**config.mk**
```make
export PLATFORM = sky130hd
export DESIGN_NAME = vga_timing_gen
export DESIGN_NICKNAME = d
export VERILOG_FILES = /design/src/rtl/vga_pkg.sv /design/src/rtl/vga_pixel_div.sv /design/src/rtl/vga_timing_gen.sv
export SDC_FILE = /design/constraint.sdc
export NUM_CORES = 1
export LEC_CHECK = 0
export CAP_MARGIN = 0
export CORE_MARGIN = 2
export CORE_UTILIZATION = 46
export CTS_BUF_LIST = sky130_fd_sc_hd__clkbuf_2 sky130_fd_sc_hd__clkbuf_4 sky130_fd_sc_hd__clkbuf_8
export CTS_CLUSTER_DIAMETER = 40
export DETAILED_ROUTE_END_ITERATION = 6
export GPL_TIMING_DRIVEN = 0
export HOLD_SLACK_MARGIN = 0.06
export PLACE_DENSITY = 0.83
export RECOVER_POWER = 50
export SETUP_SLACK_MARGIN = 0.1
export SLEW_MARGIN = 20
export SYNTH_ARGS = -nofsm -noshare
export SYNTH_HDL_FRONTEND = slang
export SYNTH_HIERARCHICAL = 1
export SYNTH_SLANG_ARGS = --single-unit
```
**constraint.sdc**
```tcl
create_clock -name CLK_IN -period 2 [get_ports CLK_IN]
set_input_delay 0.6 -clock CLK_IN [delete_from_list [all_inputs] [get_ports CLK_IN]]
set_output_delay 0.6 -clock CLK_IN [all_outputs]
set_load 0.01 [all_outputs]
```
**src/rtl/vga_pkg.sv**
```systemverilog
// vga_pkg: shared constants and helpers for the VGA timing generator.
//   - 640x480@60 mode constants (default parameter set of vga_timing_gen)
//   - 3:3:2 colour field widths and bit slices for an 8-bit pixel
//   - sync_t: one stage of the sync/enable delay line
//   - seg_active(): membership test for a counter segment [start, start+len)
package vga_pkg;

  // 640x480@60, 25 MHz pixel clock derived from 50 MHz
  localparam int VGA_PXL_DIV  = 2;
  localparam int VGA_H_DISP   = 640;
  localparam int VGA_H_FP     = 16;
  localparam int VGA_H_SYNC_W = 96;
  localparam int VGA_H_BP     = 48;
  localparam int VGA_V_DISP   = 480;
  localparam int VGA_V_FP     = 10;
  localparam int VGA_V_SYNC_W = 2;
  localparam int VGA_V_BP     = 29;
  localparam int VGA_CNT_W    = 11;
  localparam int VGA_COLOR_W  = 8;

  // 3:3:2 packing: R[7:5], G[4:2], B[1:0]
  localparam int COLOR_R_W  = 3;
  localparam int COLOR_G_W  = 3;
  localparam int COLOR_B_W  = 2;
  localparam int COLOR_R_HI = 7;
  localparam int COLOR_R_LO = 5;
  localparam int COLOR_G_HI = 4;
  localparam int COLOR_G_LO = 2;
  localparam int COLOR_B_HI = 1;
  localparam int COLOR_B_LO = 0;

  // Active-true sync/enable flags; polarity is applied only at the outputs.
  typedef struct packed {
    logic hs;
    logic vs;
    logic de;
  } sync_t;

  // Callers guarantee start+len fits the counter width, so 32-bit
  // evaluation gives the same result as counter-width arithmetic.
  function automatic logic seg_active(input logic [31:0] cnt,
                                      input logic [31:0] start,
                                      input logic [31:0] len);
    return (cnt >= start) && (cnt < start + len);
  endfunction

endpackage

```
**src/rtl/vga_pixel_div.sv**
```systemverilog
// vga_pixel_div: pixel-rate enable generator.
//   clk_i    - system clock
//   rst_i    - synchronous active-high reset
//   pxl_en_o - one-cycle tick every PXL_DIV cycles (held high when PXL_DIV=1)
// The counter runs 0..PXL_DIV-1 and the tick is the cycle at PXL_DIV-1, so
// the first tick arrives PXL_DIV cycles after reset is released.
module vga_pixel_div #(
  parameter int PXL_DIV = 2
) (
  input  logic clk_i,
  input  logic rst_i,
  output logic pxl_en_o
);

  localparam int DIV_W = (PXL_DIV > 1) ? $clog2(PXL_DIV) : 1;
  localparam logic [DIV_W-1:0] DIV_LAST = DIV_W'(PXL_DIV - 1);

  logic [DIV_W-1:0] cnt_q, cnt_d;

  always_comb cnt_d = (cnt_q == DIV_LAST) ? '0 : cnt_q + DIV_W'(1);

  always_ff @(posedge clk_i) begin
    if (rst_i) cnt_q <= '0;
    else       cnt_q <= cnt_d;
  end

  // Tick is forced low while reset is asserted, including at PXL_DIV=1.
  assign pxl_en_o = ~rst_i & (cnt_q == DIV_LAST);

endmodule

```
**src/rtl/vga_timing_gen.sv**
```systemverilog
// vga_timing_gen: parametrised VGA timing generator and pixel-output stage.
// Issues pixel coordinates RGB_LAT ticks ahead of the data, then realigns
// syncs and display enable with the RGB returned by the image source.
//   CLK_IN      - system clock
//   RST         - synchronous active-high reset
//   RGB_in      - pixel data, valid RGB_LAT ticks after its coordinate
//   TP_SEL      - (VGA_TEST_PATTERN_EN only) 1 = colour bars instead of RGB_in
//   xCoord/yCoord - requested pixel, 0 outside the active area (combinational)
//   REQ         - coordinate valid (combinational)
//   PXL_EN      - pixel tick (combinational)
//   FRAME_START - tick at H=0,V=0 (combinational)
//   H_SYNC/V_SYNC/DE/RGB - registered outputs, RGB_LAT ticks behind REQ
// Optional build macro: VGA_TEST_PATTERN_EN adds the TP_SEL port and an
// eight-bar colour test pattern.
module vga_timing_gen
  import vga_pkg::*;
#(
  parameter int   PXL_DIV  = VGA_PXL_DIV,
  parameter int   H_DISP   = VGA_H_DISP,
  parameter int   H_FP     = VGA_H_FP,
  parameter int   H_SYNC_W = VGA_H_SYNC_W,
  parameter int   H_BP     = VGA_H_BP,
  parameter int   V_DISP   = VGA_V_DISP,
  parameter int   V_FP     = VGA_V_FP,
  parameter int   V_SYNC_W = VGA_V_SYNC_W,
  parameter int   V_BP     = VGA_V_BP,
  parameter logic H_POL    = 1'b0,
  parameter logic V_POL    = 1'b0,
  parameter int   CNT_W    = VGA_CNT_W,
  parameter int   COLOR_W  = VGA_COLOR_W,
  parameter int   RGB_LAT  = 1
) (
  input  logic               CLK_IN,
  input  logic               RST,
  input  logic [COLOR_W-1:0] RGB_in,
`ifdef VGA_TEST_PATTERN_EN
  input  logic               TP_SEL,
`endif
  output logic [CNT_W-1:0]   xCoord,
  output logic [CNT_W-1:0]   yCoord,
  output logic               REQ,
  output logic               PXL_EN,
  output logic               FRAME_START,
  output logic               H_SYNC,
  output logic               V_SYNC,
  output logic               DE,
  output logic [COLOR_W-1:0] RGB
);

  localparam int H_TOT = H_DISP + H_FP + H_SYNC_W + H_BP;
  localparam int V_TOT = V_DISP + V_FP + V_SYNC_W + V_BP;
  localparam logic [CNT_W-1:0] H_LAST   = CNT_W'(H_TOT - 1);
  localparam logic [CNT_W-1:0] V_LAST   = CNT_W'(V_TOT - 1);
  localparam logic [CNT_W-1:0] H_DISP_C = CNT_W'(H_DISP);
  localparam logic [CNT_W-1:0] V_DISP_C = CNT_W'(V_DISP);

  logic pxl_en;

  vga_pixel_div #(.PXL_DIV(PXL_DIV)) u_div (
    .clk_i    (CLK_IN),
    .rst_i    (RST),
    .pxl_en_o (pxl_en)
  );

  // ---------------------------------------------------------------- counters
  logic [CNT_W-1:0] h_q, h_d, v_q, v_d;

  always_comb begin
    h_d = h_q;
    v_d = v_q;
    if (pxl_en) begin
      if (h_q == H_LAST) begin
        h_d = '0;
        v_d = (v_q == V_LAST) ? '0 : v_q + CNT_W'(1);
      end else begin
        h_d = h_q + CNT_W'(1);
      end
    end
  end

  always_ff @(posedge CLK_IN) begin
    if (RST) begin
      h_q <= '0;
      v_q <= '0;
    end else begin
      h_q <= h_d;
      v_q <= v_d;
    end
  end

  // ----------------------------------------------------------------- stage 0
  logic  act0;
  sync_t stg0;

  assign act0     = (h_q < H_DISP_C) && (v_q < V_DISP_C);
  assign stg0.hs  = seg_active(32'(h_q), 32'(H_DISP + H_FP), 32'(H_SYNC_W));
  assign stg0.vs  = seg_active(32'(v_q), 32'(V_DISP + V_FP), 32'(V_SYNC_W));
  assign stg0.de  = act0;

  assign REQ         = act0;
  assign xCoord      = act0 ? h_q : '0;
  assign yCoord      = act0 ? v_q : '0;
  assign PXL_EN      = pxl_en;
  assign FRAME_START = pxl_en & (h_q == '0) & (v_q == '0);

  // -------------------------------------------------------------- delay line
  // Stage i holds the flags of the coordinate issued i ticks ago; the output
  // register then takes stage RGB_LAT together with the matching RGB_in.
  sync_t [RGB_LAT:1] pipe_q;

  always_ff @(posedge CLK_IN) begin
    if (RST) begin
      pipe_q <= '0;
    end else if (pxl_en) begin
      pipe_q[1] <= stg0;
      for (int i = 2; i <= RGB_LAT; i++) pipe_q[i] <= pipe_q[i-1];
    end
  end

  // ------------------------------------------------------------ pixel source
  logic [COLOR_W-1:0] rgb_src;

`ifdef VGA_TEST_PATTERN_EN
  localparam int BAR_W = H_DISP / 8;

  // x travels with the flags so the bars line up with DE.
  logic [RGB_LAT:1][CNT_W-1:0] xd_q;
  logic [CNT_W-1:0]            bar;

  always_ff @(posedge CLK_IN) begin
    if (RST) begin
      xd_q <= '0;
    end else if (pxl_en) begin
      xd_q[1] <= xCoord;
      for (int i = 2; i <= RGB_LAT; i++) xd_q[i] <= xd_q[i-1];
    end
  end

  assign bar     = xd_q[RGB_LAT] / CNT_W'(BAR_W);
  assign rgb_src = TP_SEL ? COLOR_W'({{COLOR_R_W{bar[2]}},
                                      {COLOR_G_W{bar[1]}},
                                      {COLOR_B_W{bar[0]}}})
                          : RGB_in;
`else
  assign rgb_src = RGB_in;
`endif

  // ------------------------------------------------------------ output stage
  // Polarity is applied here only, so reset drives the inactive level
  // directly and a truncated sync pulse cannot glitch active.
  logic               hs_q, vs_q, de_q;
  logic [COLOR_W-1:0] rgb_q;

  always_ff @(posedge CLK_IN) begin
    if (RST) begin
      hs_q  <= ~H_POL;
      vs_q  <= ~V_POL;
      de_q  <= 1'b0;
      rgb_q <= '0;
    end else if (pxl_en) begin
      hs_q  <= pipe_q[RGB_LAT].hs ? H_POL : ~H_POL;
      vs_q  <= pipe_q[RGB_LAT].vs ? V_POL : ~V_POL;
      de_q  <= pipe_q[RGB_LAT].de;
      rgb_q <= pipe_q[RGB_LAT].de ? rgb_src : '0;
    end
  end

  assign H_SYNC = hs_q;
  assign V_SYNC = vs_q;
  assign DE     = de_q;
  assign RGB    = rgb_q;

endmodule

```
==> flow_summary.toml <==
[synthesis]
synthDominantCellAreaShare_pct = 37.7
yosysTopAreaCell = "dfxtp_1"
ys_types = 44
synth-edff-count = 0
synthCells = 229
ys_ff_latch = 37
synth_area_um2 = 1970
ys_warn_count = 6
async_reset_ff_share_pct = 0
syn_avg_cell_area_um2 = 8.59
synthTopCellsByArea = "dfxtp_1 (38%), nor2_1 (5.5%), and2_1 (4.1%)"
synthFlopType = "dfxtp_1"
seq_area_frac_synth_pct = 37.7

[die]
core_um2 = 4060
initial_core_util_pct = 48.5
rows = 23
fp.dieW_um = 69.4
die-area_um2 = 4810
io_pins = 46
die_y_um = 69.4

[cells_and_area]
multiInputGateArea_um2 = 1210
finalInstanceArea_um2 = 2900
mostFrequentLayoutCells = "dfxtp_1 (33), nor2_1 (28), buf_6 (19)"
drive_gt1_share_pct = 34.0
final_common_cell = "dfxtp_1"
fin_nets = 310
fill_cells = 295
diodes = 0
syn2layout_area_growth_pct = 47.6
final_cells = 347
regArea_um2 = 748
fin_util_pct = 71.5

[worst_setup_path]
r2r_start = "h_q[5]"
cp_slowest_cell = "or3_4"
crit_arrival_ns = 1.82
cp.required_ns = 1.40
cp.depth = 6
cp-endpoint = "yCoord[2]"
r2r_setup_slack_ns = -0.37
cp-end-kind = "output port"
worstSetupStartpoint = "v_q[9]"
cp_cell_sequence = "or3_4 > buf_8 > nor3_4 > clkbuf_8 > and2_4 > buf_6"
critical_path.top_delay_family = "simple AND/OR/NAND/NOR gates"
critPathKind = "reg2out"
cp.buffers_inverters = 3
startpoint_type = "flop"
timing.rr.end = "v_q[8]"
critical_path.max_fanout = 5
slowest_delay_ns = 0.38
ff2ff_path_depth = 7

[detailed_routing]
ant_nets = 0
drt_iter0_drc = 137
drc_errors = 0
routed_wl_um = 5280
vias = 1905
drt_pass1_iterations = 4
wl_per_cell_um = 15.2
via_per_inst = 5.49

[global_route]
grt_pass1_wl_um = 8640
antenna_found_initial = 0
overflow = 0
grt_max_degree = 14
grt_pass1_vias = 1778
grt.total_usage_pct = 21.8

[sta]
fin_skew_ns = 0.00797
hold_viol_final = 0
finalCriticalPeriod_ns = 2.42
setup_violations = 28
hold_ws_ns = 0.448
max_freq_ghz = 0.413
postLayoutSetupSlackWorst_ns = -0.423
rsz0062_at_grt = "yes"
slew_viol_final = 0
fin_tns_setup_ns = -8.96
tightest_slew_ns = 0.521
fin_crit_sh_pct = 121
slew-limit-headroom_pct = 65.3

[pwr]
power.density_nw_per_um2 = 519
finalPower_mw = 1.51
ir_drop_mv = 0.360
p_leak_nw = 1.11
p_comb_share_pct = 6.7
intPower_mw = 1.17
pwr-share-seq_pct = 49.6
sw_frac_of_total_pct = 22.5
power_frac_clock_pct = 43.6
switching_power_mw = 0.338

[clocking]
root_buffer = "clkbuf_8"
clock_latency_ns = 0.29
clk_pin_slew_ns = 0.08
htreeDepth = 2
cts_made_buffers = 5
clock-sinks = 37
cts_tree = "yes"
hold_buffers = 0
cts_max_path_buffers = 2

[placed_design]
placed_cells = 323
gp_congestion = 0.883
pre_cts_ws_ns = -1.16
dp_hpwl_um = 3310
io_buffers = 42
placed_area_um2 = 2510

[flow_run]
max_cap_viol_count = 0

[status]
violations = "negative setup slack"
status = "complete, but fails checks"

[min_path]
hold_class = "reg2reg"
[area by class of cell]
class | count | share of cell area, %
timing repair buffer | 58 | 18.1
sequential | 37 | 25.8
clock buffer | 5 | 2.37
multi-input combinational | 167 | 41.7
inverter | 9 | 1.16
clock inverter | 3 | 1.59
tap | 50 | 2.16
buffer | 18 | 7.07
[registers in the layout, indices dropped and copies added, names as in the netlist]
name and cells:
v_q 11, RGB 8, u_div/cnt_q 1, DE 1, pipe_q 3, h_q 11, V_SYNC 1, H_SYNC 1
[worst min-delay path by stage]
stage,cells past startpoint,startpoint,endpoint
finish,1,u_div/cnt_q,u_div/cnt_q
CTS,1,u_div/cnt_q,u_div/cnt_q
global placement,1,u_div/cnt_q,u_div/cnt_q
detailed placement,1,u_div/cnt_q,u_div/cnt_q
global route,1,u_div/cnt_q,u_div/cnt_q
floorplan,1,u_div/cnt_q,u_div/cnt_q
[synth_stat cells, types with 2 or more instances]
cell type and count:
buf_4 3, nand3_1 15, dfxtp_1 37, nor4_1 13, inv_1 9, xnor2_1 8, xor2_1 5, bufbuf_16 2
clkbuf_8 2, a22oi_1 8, o21ai_0 3, ha_1 4, clkbuf_1 7, and2_1 13, nand2_1 14, nor3_1 5
or4_4 2, mux2i_1 2, and4_1 2, or3_1 4, o21ai_1 2, nor2_1 29, nand2b_1 3, a21oi_1 11
nand4_1 6, nor4bb_1 2
[metal layers]
metal,up-vias,routed length (µm),share of wire [%],global-route usage [%]
met1,910,2180,41,27.5
met3,4,342,6.5,5.52
met2,70,2730,52,36.5
met4,0,27,0.51,6.97
met5,-,0,0,0
li1,921,-,-,-
[worst reg2reg max path: cells and delay by family (launching register included)]
kind	cells	cell delay (ns)
and+or+nand+nor	3	1.45
DFF	1	0.32
AOI/OAI and AO/OA	1	0.14
buffers and inverters	3	0.38
[logic make-up (layout without fill, tap and decap cells)]
logic type	Yosys count	after routing	share of synthesized area, %
other cells	1	3	0.191
simple gates	116	116	32.4
compound gates	29	29	9.35
buf+inv	27	93	11.0
fa+ha+maj	4	4	2.54
mux	2	2	1.02
xor+xnor	13	13	5.79
flops	37	37	37.7
[repair_timing]
action / 4_1_cts / 5_1_grt
setup endpoints to repair: 44 / 31
cloned: 1 / 0
endpoints found under the hold margin: 0 / 0
gates resized for setup: 132 / 28
pin swaps: 10 / 13
setup buffers: 8 / 7
[power by group through the flow]
stage	clock, mW	combinational [mW]	sequential (mW)
detailed placement	0	0.0939	0.765
CTS	0.665	0.0995	0.747
floorplan	0	0.0506	0.766
global placement	0	0.0935	0.765
finish	0.657	0.101	0.747
global route	0.696	0.111	0.748
No activity file was read; power rests on OpenSTA's default activity.
